--- src/rtl/helios_stream_arbiter_pkg.sv ---
// Shared types and constants for the Helios stream arbiter.
package helios_stream_arbiter_pkg;

    localparam int unsigned FRAME_LEN_WIDTH = 8;
    localparam int unsigned BYTE_WIDTH      = 8;

    typedef enum logic [2:0] {
        IDLE     = 3'd0,
        REQ_HDR  = 3'd1,
        REQ_BODY = 3'd2,
        RSP_HDR  = 3'd3,
        RSP_BODY = 3'd4
    } arb_state_t;

    // Index width for n channels, never narrower than one bit.
    function automatic int unsigned idx_width(input int unsigned n);
        return (n > 1) ? $clog2(n) : 1;
    endfunction

endpackage

--- src/rtl/helios_stream_arbiter_rr_priority_picker.sv ---
// Round-robin priority picker: first requesting channel at or above the
// pointer, wrapping around. Purely combinational.
module rr_priority_picker
    import helios_stream_arbiter_pkg::*;
#(
    parameter int unsigned NUM_REQ = 2
) (
    input  logic [NUM_REQ-1:0]              req_i,
    input  logic [idx_width(NUM_REQ)-1:0]   rr_ptr_i,
    output logic [idx_width(NUM_REQ)-1:0]   grant_o,
    output logic                            any_req_o
);

    localparam int unsigned IDX_W = idx_width(NUM_REQ);

    // Scan upward from the pointer and keep the first hit.
    always_comb begin
        int unsigned idx;
        idx       = 0;
        grant_o   = '0;
        any_req_o = 1'b0;
        for (int unsigned i = 0; i < NUM_REQ; i++) begin
            idx = (32'(rr_ptr_i) + i) % NUM_REQ;
            if (!any_req_o && req_i[IDX_W'(idx)]) begin
                any_req_o = 1'b1;
                grant_o   = IDX_W'(idx);
            end
        end
    end

endmodule

--- src/rtl/helios_stream_arbiter.sv ---
// Helios stream arbiter: shares one decoder byte stream between NUM_REQ
// host channels, one whole request/response transaction at a time.
// Optional response-header watchdog: define ARB_TIMEOUT_EN.
module helios_stream_arbiter
    import helios_stream_arbiter_pkg::*;
#(
    parameter int unsigned NUM_REQ        = 2,
    parameter int unsigned TIMEOUT_CYCLES = 4096
) (
    input  logic                            clk,
    input  logic                            reset,
    input  logic [BYTE_WIDTH*NUM_REQ-1:0]   req_data,
    input  logic [NUM_REQ-1:0]              req_valid,
    output logic [NUM_REQ-1:0]              req_ready,
    output logic [BYTE_WIDTH-1:0]           rsp_data,
    output logic [NUM_REQ-1:0]              rsp_valid,
    input  logic [NUM_REQ-1:0]              rsp_ready,
    output logic [BYTE_WIDTH-1:0]           dec_input_data,
    output logic                            dec_input_valid,
    input  logic                            dec_input_ready,
    input  logic [BYTE_WIDTH-1:0]           dec_output_data,
    input  logic                            dec_output_valid,
    output logic                            dec_output_ready,
    output logic [idx_width(NUM_REQ)-1:0]   owner,
    output logic                            busy,
    output logic                            timeout_err
);

    localparam int unsigned IDX_W = idx_width(NUM_REQ);

    if (NUM_REQ < 2 || NUM_REQ > 8 || TIMEOUT_CYCLES < 1) begin : g_param_check
        $error("helios_stream_arbiter: NUM_REQ must be 2..8 and TIMEOUT_CYCLES >= 1");
    end

    arb_state_t                 state_q;
    logic [IDX_W-1:0]           owner_q;
    logic [IDX_W-1:0]           rr_ptr_q;
    logic [FRAME_LEN_WIDTH-1:0] cnt_q;
    logic                       busy_q;

    logic [IDX_W-1:0]           grant_idx;
    logic [IDX_W-1:0]           rr_next;
    logic                       any_req;
    logic                       in_req;
    logic                       in_rsp;
    logic                       req_xfer;
    logic                       rsp_xfer;
    logic [BYTE_WIDTH-1:0]      req_bytes [NUM_REQ];

`ifdef ARB_TIMEOUT_EN
    localparam int unsigned TMO_W = idx_width(TIMEOUT_CYCLES);
    logic [TMO_W-1:0]           tmo_q;
    logic                       timeout_err_q;
`endif

    rr_priority_picker #(
        .NUM_REQ (NUM_REQ)
    ) u_picker (
        .req_i     (req_valid),
        .rr_ptr_i  (rr_ptr_q),
        .grant_o   (grant_idx),
        .any_req_o (any_req)
    );

    // Split the flat request bus into per-channel bytes.
    always_comb begin
        for (int unsigned i = 0; i < NUM_REQ; i++) begin
            req_bytes[i] = req_data[i*BYTE_WIDTH +: BYTE_WIDTH];
        end
    end

    // Zero-latency pass-through between the owner and the decoder.
    always_comb begin
        in_req           = (state_q == REQ_HDR) || (state_q == REQ_BODY);
        in_rsp           = (state_q == RSP_HDR) || (state_q == RSP_BODY);
        req_ready        = '0;
        dec_input_data   = '0;
        dec_input_valid  = 1'b0;
        rsp_data         = '0;
        rsp_valid        = '0;
        dec_output_ready = 1'b0;
        if (in_req) begin
            dec_input_data     = req_bytes[owner_q];
            dec_input_valid    = req_valid[owner_q];
            req_ready[owner_q] = dec_input_ready;
        end
        if (in_rsp) begin
            rsp_data           = dec_output_data;
            rsp_valid[owner_q] = dec_output_valid;
            dec_output_ready   = rsp_ready[owner_q];
        end
    end

    assign req_xfer = dec_input_valid && dec_input_ready;
    assign rsp_xfer = dec_output_valid && dec_output_ready;
    assign rr_next  = (owner_q == IDX_W'(NUM_REQ - 1)) ? '0 : owner_q + 1'b1;

    // Transaction FSM: grant, count request frame, count response frame.
    always_ff @(posedge clk) begin
        if (reset) begin
            state_q  <= IDLE;
            owner_q  <= '0;
            rr_ptr_q <= '0;
            cnt_q    <= '0;
            busy_q   <= 1'b0;
`ifdef ARB_TIMEOUT_EN
            tmo_q         <= '0;
            timeout_err_q <= 1'b0;
`endif
        end else begin
`ifdef ARB_TIMEOUT_EN
            timeout_err_q <= 1'b0;
            if (state_q != RSP_HDR) begin
                tmo_q <= '0;
            end
`endif
            case (state_q)
                IDLE: begin
                    if (any_req) begin
                        owner_q <= grant_idx;
                        busy_q  <= 1'b1;
                        state_q <= REQ_HDR;
                    end
                end
                REQ_HDR: begin
                    if (req_xfer) begin
                        cnt_q   <= dec_input_data;
                        state_q <= (dec_input_data == '0) ? RSP_HDR : REQ_BODY;
                    end
                end
                REQ_BODY: begin
                    if (req_xfer) begin
                        cnt_q <= cnt_q - 1'b1;
                        if (cnt_q == FRAME_LEN_WIDTH'(1)) begin
                            state_q <= RSP_HDR;
                        end
                    end
                end
                RSP_HDR: begin
                    if (rsp_xfer) begin
                        cnt_q <= dec_output_data;
                        if (dec_output_data == '0) begin
                            rr_ptr_q <= rr_next;
                            busy_q   <= 1'b0;
                            state_q  <= IDLE;
                        end else begin
                            state_q <= RSP_BODY;
                        end
                    end
`ifdef ARB_TIMEOUT_EN
                    else if (tmo_q == TMO_W'(TIMEOUT_CYCLES - 1)) begin
                        timeout_err_q <= 1'b1;
                        rr_ptr_q      <= rr_next;
                        busy_q        <= 1'b0;
                        state_q       <= IDLE;
                    end else begin
                        tmo_q <= tmo_q + 1'b1;
                    end
`endif
                end
                RSP_BODY: begin
                    if (rsp_xfer) begin
                        cnt_q <= cnt_q - 1'b1;
                        if (cnt_q == FRAME_LEN_WIDTH'(1)) begin
                            rr_ptr_q <= rr_next;
                            busy_q   <= 1'b0;
                            state_q  <= IDLE;
                        end
                    end
                end
                default: begin
                    state_q <= IDLE;
                    busy_q  <= 1'b0;
                end
            endcase
        end
    end

    assign owner = owner_q;
    assign busy  = busy_q;

`ifdef ARB_TIMEOUT_EN
    assign timeout_err = timeout_err_q;
`else
    assign timeout_err = 1'b0;
`endif

endmodule
--- config.mk ---
export PLATFORM = sky130hd
export DESIGN_NAME = helios_stream_arbiter
export DESIGN_NICKNAME = d
export VERILOG_FILES = /design/src/rtl/helios_stream_arbiter_pkg.sv /design/src/rtl/helios_stream_arbiter_rr_priority_picker.sv /design/src/rtl/helios_stream_arbiter.sv
export SDC_FILE = /design/constraint.sdc
export NUM_CORES = 1
export LEC_CHECK = 0
export CORE_UTILIZATION = 46
export CTS_BUF_LIST = sky130_fd_sc_hd__clkbuf_8
export DETAILED_ROUTE_END_ITERATION = 7
export GPL_TIMING_DRIVEN = 1
export PLACE_DENSITY = 0.83
export SYNTH_ARGS = -nofsm -noshare
export SYNTH_HDL_FRONTEND = slang
export SYNTH_HIERARCHICAL = 1
export SYNTH_SLANG_ARGS = --single-unit
--- constraint.sdc ---
create_clock -name clk -period 2.3 [get_ports clk]
set_input_delay 0.23 -clock clk [delete_from_list [all_inputs] [get_ports clk]]
set_output_delay 0.23 -clock clk [all_outputs]
set_load 0.02 [all_outputs]
; After elaboration in Yosys (flattened, before gate mapping)
; Index checks and enable logic that the tools add are counted.
[op_classes]
addsub = 3
magnitude_cmp = 5
eq_ne = 13
n_mux = 50
bitwise_logic = 4
reduce_logical = 18
[op_table]
columns = operator, n
row1 = 8-bit 2-to-1 mux, 9
row2 = 8-bit one-hot mux with 4 select lines, 1
row3 = 1-bit 2-to-1 mux, 26
row4 = 3-bit 2-to-1 mux, 8
row5 = 8-bit zero test, 2
row6 = 3-bit one-hot mux with 5 select lines, 1
row7 = "2-bit != test, second input constant", 5
row8 = 5-bit AND reduction, 2
row9 = "8-bit by 1-bit == test with 1-bit output, second input constant", 1
row10 = "8-bit by 1-bit subtractor with 8-bit output, second input constant", 1
row11 = 7-bit AND reduction, 1
row12 = "3-bit by 2-bit == test with 1-bit output, second input constant", 2
row13 = "1-bit by 2-bit < comparator with 1-bit output, second input constant", 3
row14 = "2-bit by 1-bit != test with 1-bit output, second input constant", 3
row15 = 6-bit AND reduction, 1
row16 = 2-bit bitwise AND, 2
row17 = 1-bit logical AND, 4
row18 = 2-bit 2-to-1 mux, 2
row19 = 1-bit one-hot mux with 4 select lines, 1
row20 = 4-bit nonzero test, 1
row21 = "3-bit by 1-bit == test with 1-bit output, second input constant", 1
row22 = "3-bit == test, second input constant", 1
row23 = 3-bit zero test, 1
row24 = "1-bit adder, second input constant", 2
row25 = other kinds (11), 12
[word_totals]
register_bits = 14
in_bits = 32

; Logic depth before layout (Yosys ltp)
[depth]
ltp_word = 9
ltp_mapped = 8
ltp_nobuf = 7

; Cells and area by module
; Netlist, hierarchy kept.
[modules_own_cells]
columns = mod, n_inst, cells_per_inst, area_each_um2, seq_area_each_um2
row1 = helios_stream_arbiter, 1, 203, 1511.4, 280.3
row2 = rr_priority_picker, 1, 3, 17.5, 0.0

; Least setup slack after synthesis
; OpenSTA, ideal clock, no wires.
[synth_path]
path_kind = register to register
startpoint = register cnt_q[3]
endpoint = register rr_ptr_q
t_arrival_ps = 1790
t_required_ps = 2177
path_slack_ps = 387
stages_incl_launch_ff = 6
synth_period_minus_slack_ps = 1913
cell_sequence = dfxtp_1 or4_4 nor4b_4 a22oi_1 a311oi_2 mux2_1
[synth_between]
elab_chain_len = 3
[synth_lines]
columns = element, line_no
row1 = from (decl), helios_stream_arbiter.sv:38  ; logic [FRAME_LEN_WIDTH-1:0] cnt_q;
row2 = from (signal assigned), helios_stream_arbiter.sv:127  ; cnt_q <= dec_input_data;
row3 = from (signal assigned), helios_stream_arbiter.sv:133  ; cnt_q <= cnt_q - 1'b1;
row4 = from (signal assigned), helios_stream_arbiter.sv:141  ; cnt_q <= dec_output_data;
row5 = 8-bit by 1-bit == test with 1-bit output, helios_stream_arbiter.sv:164  ; if (cnt_q == FRAME_LEN_WIDTH'(1)) begin
row6 = 2-bit by 1-bit != test with 1-bit output (no source line), --
row7 = 5-bit AND reduction (no source line), --
row8 = to (signal assigned), helios_stream_arbiter.sv:143  ; rr_ptr_q <= rr_next;
row9 = to (signal assigned), helios_stream_arbiter.sv:165  ; rr_ptr_q <= rr_next;
row10 = to (decl), helios_stream_arbiter.sv:37  ; logic [IDX_W-1:0] rr_ptr_q;
; Every way passes these cells.
; A chain may end at the register's enable or synchronous reset.

; Worst setup path after layout
[layout_path]
startpoint = register state_q[0]
endpoint = output port dec_input_data[1]
[layout_between]
elab_chain_len = 3
elab_cells_between_ends = 4
classes_between = 2 x eq/ne / 1 x mux / 1 x reduce/logical
[layout_lines]
columns = element, line_no
row1 = from (decl), helios_stream_arbiter.sv:35  ; arb_state_t state_q;
row2 = from (signal assigned), helios_stream_arbiter.sv:128  ; state_q <= (dec_input_data == '0) ? RSP_HDR : REQ_BODY;
row3 = 3-bit by 1-bit == test with 1-bit output or 3-bit by 2-bit == test with 1-bit output (tied branches), helios_stream_arbiter.sv:74  ; in_req = (state_q == REQ_HDR) || (state_q == REQ_BODY);
row4 = 1-bit logical OR *, helios_stream_arbiter.sv:74
row5 = 8-bit 2-to-1 mux *, helios_stream_arbiter.sv:82  ; if (in_req) begin
row6 = to (decl), helios_stream_arbiter.sv:18  ; output logic [BYTE_WIDTH-1:0] dec_input_data,
; Every way passes the cells marked *; elsewhere a longest branch is shown, timed or not.

==> impl_metrics.toml <==
[yosys]
synth_edf_count = 0
yosysTopAreaCellShare_pct = 18.3
synth_warnings = 6
yosysSeqAreaShare_pct = 18.3
synth_area_leaders = "dfxtp_1 (18%), mux2i_1 (6.5%), nor2_1 (5.4%)"
synth.distinct_cells = 61
synth_nets = 240
netlist_instances = 206
syn_avg_cell_area_um2 = 7.42
synthFlopType = "dfxtp_1"
synth_area_um2 = 1530
yosysTopAreaCell = "dfxtp_1"
ys_ff_latch = 14
async_flop_share_pct = 0

[status]
status = "complete, no violations"

[global_routing]
use_met3_pct = 4.55
grt_max_degree = 23
use_met1_pct = 40.8
grt_pass1_wl_um = 7820
grtUsageMet2_pct = 47.9
grt_pass1_vias = 1591
overflow = 0
top_usage_layer = "met2"
grt_usage_pct = 29.5
antenna_found_initial = 0

[finish]
antennaDiodeCount = 0
final_common_cell = "clkdlybuf4s50_1"
nets = 295
post-route-util_pct = 70.9
drive_gt1_share_pct = 10.0
nFillCells = 259
layout_common_cells = "clkdlybuf4s50_1 (36), nor2_1 (22), nand2_1 (20), dlymetal6s2s_1 (16), dfxtp_1 (14)"
fin_cells = 303
area_delta_synth_final_pct = 43.9

[pwr]
p_leak_nw = 1.06
power_frac_comb_pct = 62.9
p_per_area_nw_per_um2 = 623
switching_share_pct = 43.4
vdd_drop_max_uv = 305
power_frac_seq_pct = 21.9
power_frac_clock_pct = 15.1
power.internal_mw = 0.775
power.net_switching_mw = 0.595

[drt]
wl_per_cell_um = 16.7
viasPerCell = 5.95
routed_wl_um = 5070
first_pass_iters = 4
ant_nets = 0
vias = 1802
drc = 0
drt_iter0_drc = 98

[floorplan]
core_region_area_um2 = 3100
rows = 20
fp.dieArea_um2 = 3560
ioPinCount = 57
die_w_um = 59.7
chipHeight_um = 59.7
initial_core_util_pct = 49.3

[timing]
post-route-period-util_pct = 97.2
setup_slack_ns = 0.0642
hold_viol = 0
finalSetupTns_ns = 0
clock_skew_ns = 0.00554
rsz0062_at_grt = "false"
report.final.slew_viol_count = 0
max_freq_mhz = 447
finalSetupViolCount = 0
period_needed_ns = 2.24

[place]
hpwl_um = 3850
port_buffers = 55
gp_congestion = 1.00
dp_worst_setup_slack_ns = 0.271
dp_cells = 300

[clocking]
cts_setup_buffers = 0
clock_latency_ns = 0.25
clock-root-buffer = "clkbuf_8"
cts-htree-levels = 1
cts_hold_buf = 0
numCtsBuffers = 3
clk_pin_slew_worst_paths_ns = 0.06
cts_tree = "done"
clockBufferDepth = 2
clock-sinks = 14

[worst_setup_path]
critical_path_arrival_ns = 2.01
crit_path_max_fanout = 14
start_kind = "register"
required_ns = 2.07
critPathCaptureType = "output pin"
path_class = "reg2out"

[hold_path]
hp-class = "reg2reg"

[run]
drv_cap = 0
## Yosys cell counts, types with 2 or more instances
master	instances
nand2_1	20
nor4_1	3
mux2_2	2
o211ai_1	3
nand4_1	3
o31ai_1	2
o21ai_0	11
nor3_1	9
buf_6	5
nand2b_1	4
dfxtp_1	14
nand3_1	4
ha_1	2
a22o_1	2
buf_2	3
inv_1	5
a32o_1	3
a211oi_1	2
a21boi_0	2
a21oi_1	8
a22oi_1	7
a2bb2oi_1	2
and2_1	11
mux2i_1	10
nor2b_1	3
clkbuf_1	5
nor2_1	22
o22ai_1	2
a31oi_1	2
o21a_1	2
and3_1	3
## area by class of cell
cell class / instances / area [µm²] / share of cell area [%]
multi-input cells: 172 / 1130 / 51.5
inverters: 6 / 22.5 / 1.02
repair buffers: 64 / 667 / 30.3
clock buffers: 3 / 41.3 / 1.88
well taps: 44 / 55.1 / 2.50
flip-flops and latches: 14 / 280 / 12.7
## sequential cells by signal (all words and copies together), names as in the netlist
register	count
state_q	3
cnt_q	8
owner	1
rr_ptr_q	1
busy	1
## layer usage
metal | up-vias | share of wire [%]
met5 | - | 0
met4 | 0 | 1.6
met3 | 8 | 5.5
met2 | 58 | 50
met1 | 867 | 43
li1 | 869 | -
## logic make-up after synthesis
family                   count (synthesis)  synth area share (%)
buffers and inverters                   20                  7.86
other                                    1                 0.245
adder cells (fa/ha/maj)                  2                  1.64
multiplexers                            13                  8.76
AO/OA/AOI/OAI                           59                  27.5
flip-flops                              14                  18.3
XOR/XNOR                                 1                 0.573
AND/OR/NAND/NOR                         96                  35.1
## final timing paths
check / cells after the start / start / end / slack, ns
hold reg to reg: 2 / busy / busy / 0.51
setup reg to reg: 5 / cnt_q[3] / rr_ptr_q / 0.27
setup / recovery: 5 / state_q[0] / dec_input_data[1] / 0.06
hold / removal: 2 / busy / busy / 0.51
## critical path: stages, from the launching register on
cell and delay (ns):
dfxtp_1 0.31, buf_4 0.19, nand2b_1 0.23, a21o_2 0.30, nor2_1 0.12, clkdlybuf4s50_1 0.61
## per-stage QoR
step                      hold slack [ns]  power, mW  cell area, µm²
final                               0.510       1.37            2200
after global routing                0.531       1.45            2200
after CTS                           0.514       1.37            2150
after detailed placement            0.503       1.16            2120
after global placement              0.497       1.15            2120
after floorplan                     0.482      0.851            1530
## timing repair
item	4_1_cts	5_1_grt
hold endpoints to repair	0	0
gates resized for setup	3	18
endpoints found under the setup margin	3	19
## power groups by stage
stage               registers [mW]  clock network, mW  logic, mW
finish                       0.300              0.207      0.863
global route                 0.304              0.222      0.926
global placement             0.305                  0      0.846
detailed placement           0.306                  0      0.851
floorplan                    0.316                  0      0.535
CTS                          0.301              0.212      0.854
Note: power is estimated with default switching activity, not from simulation.
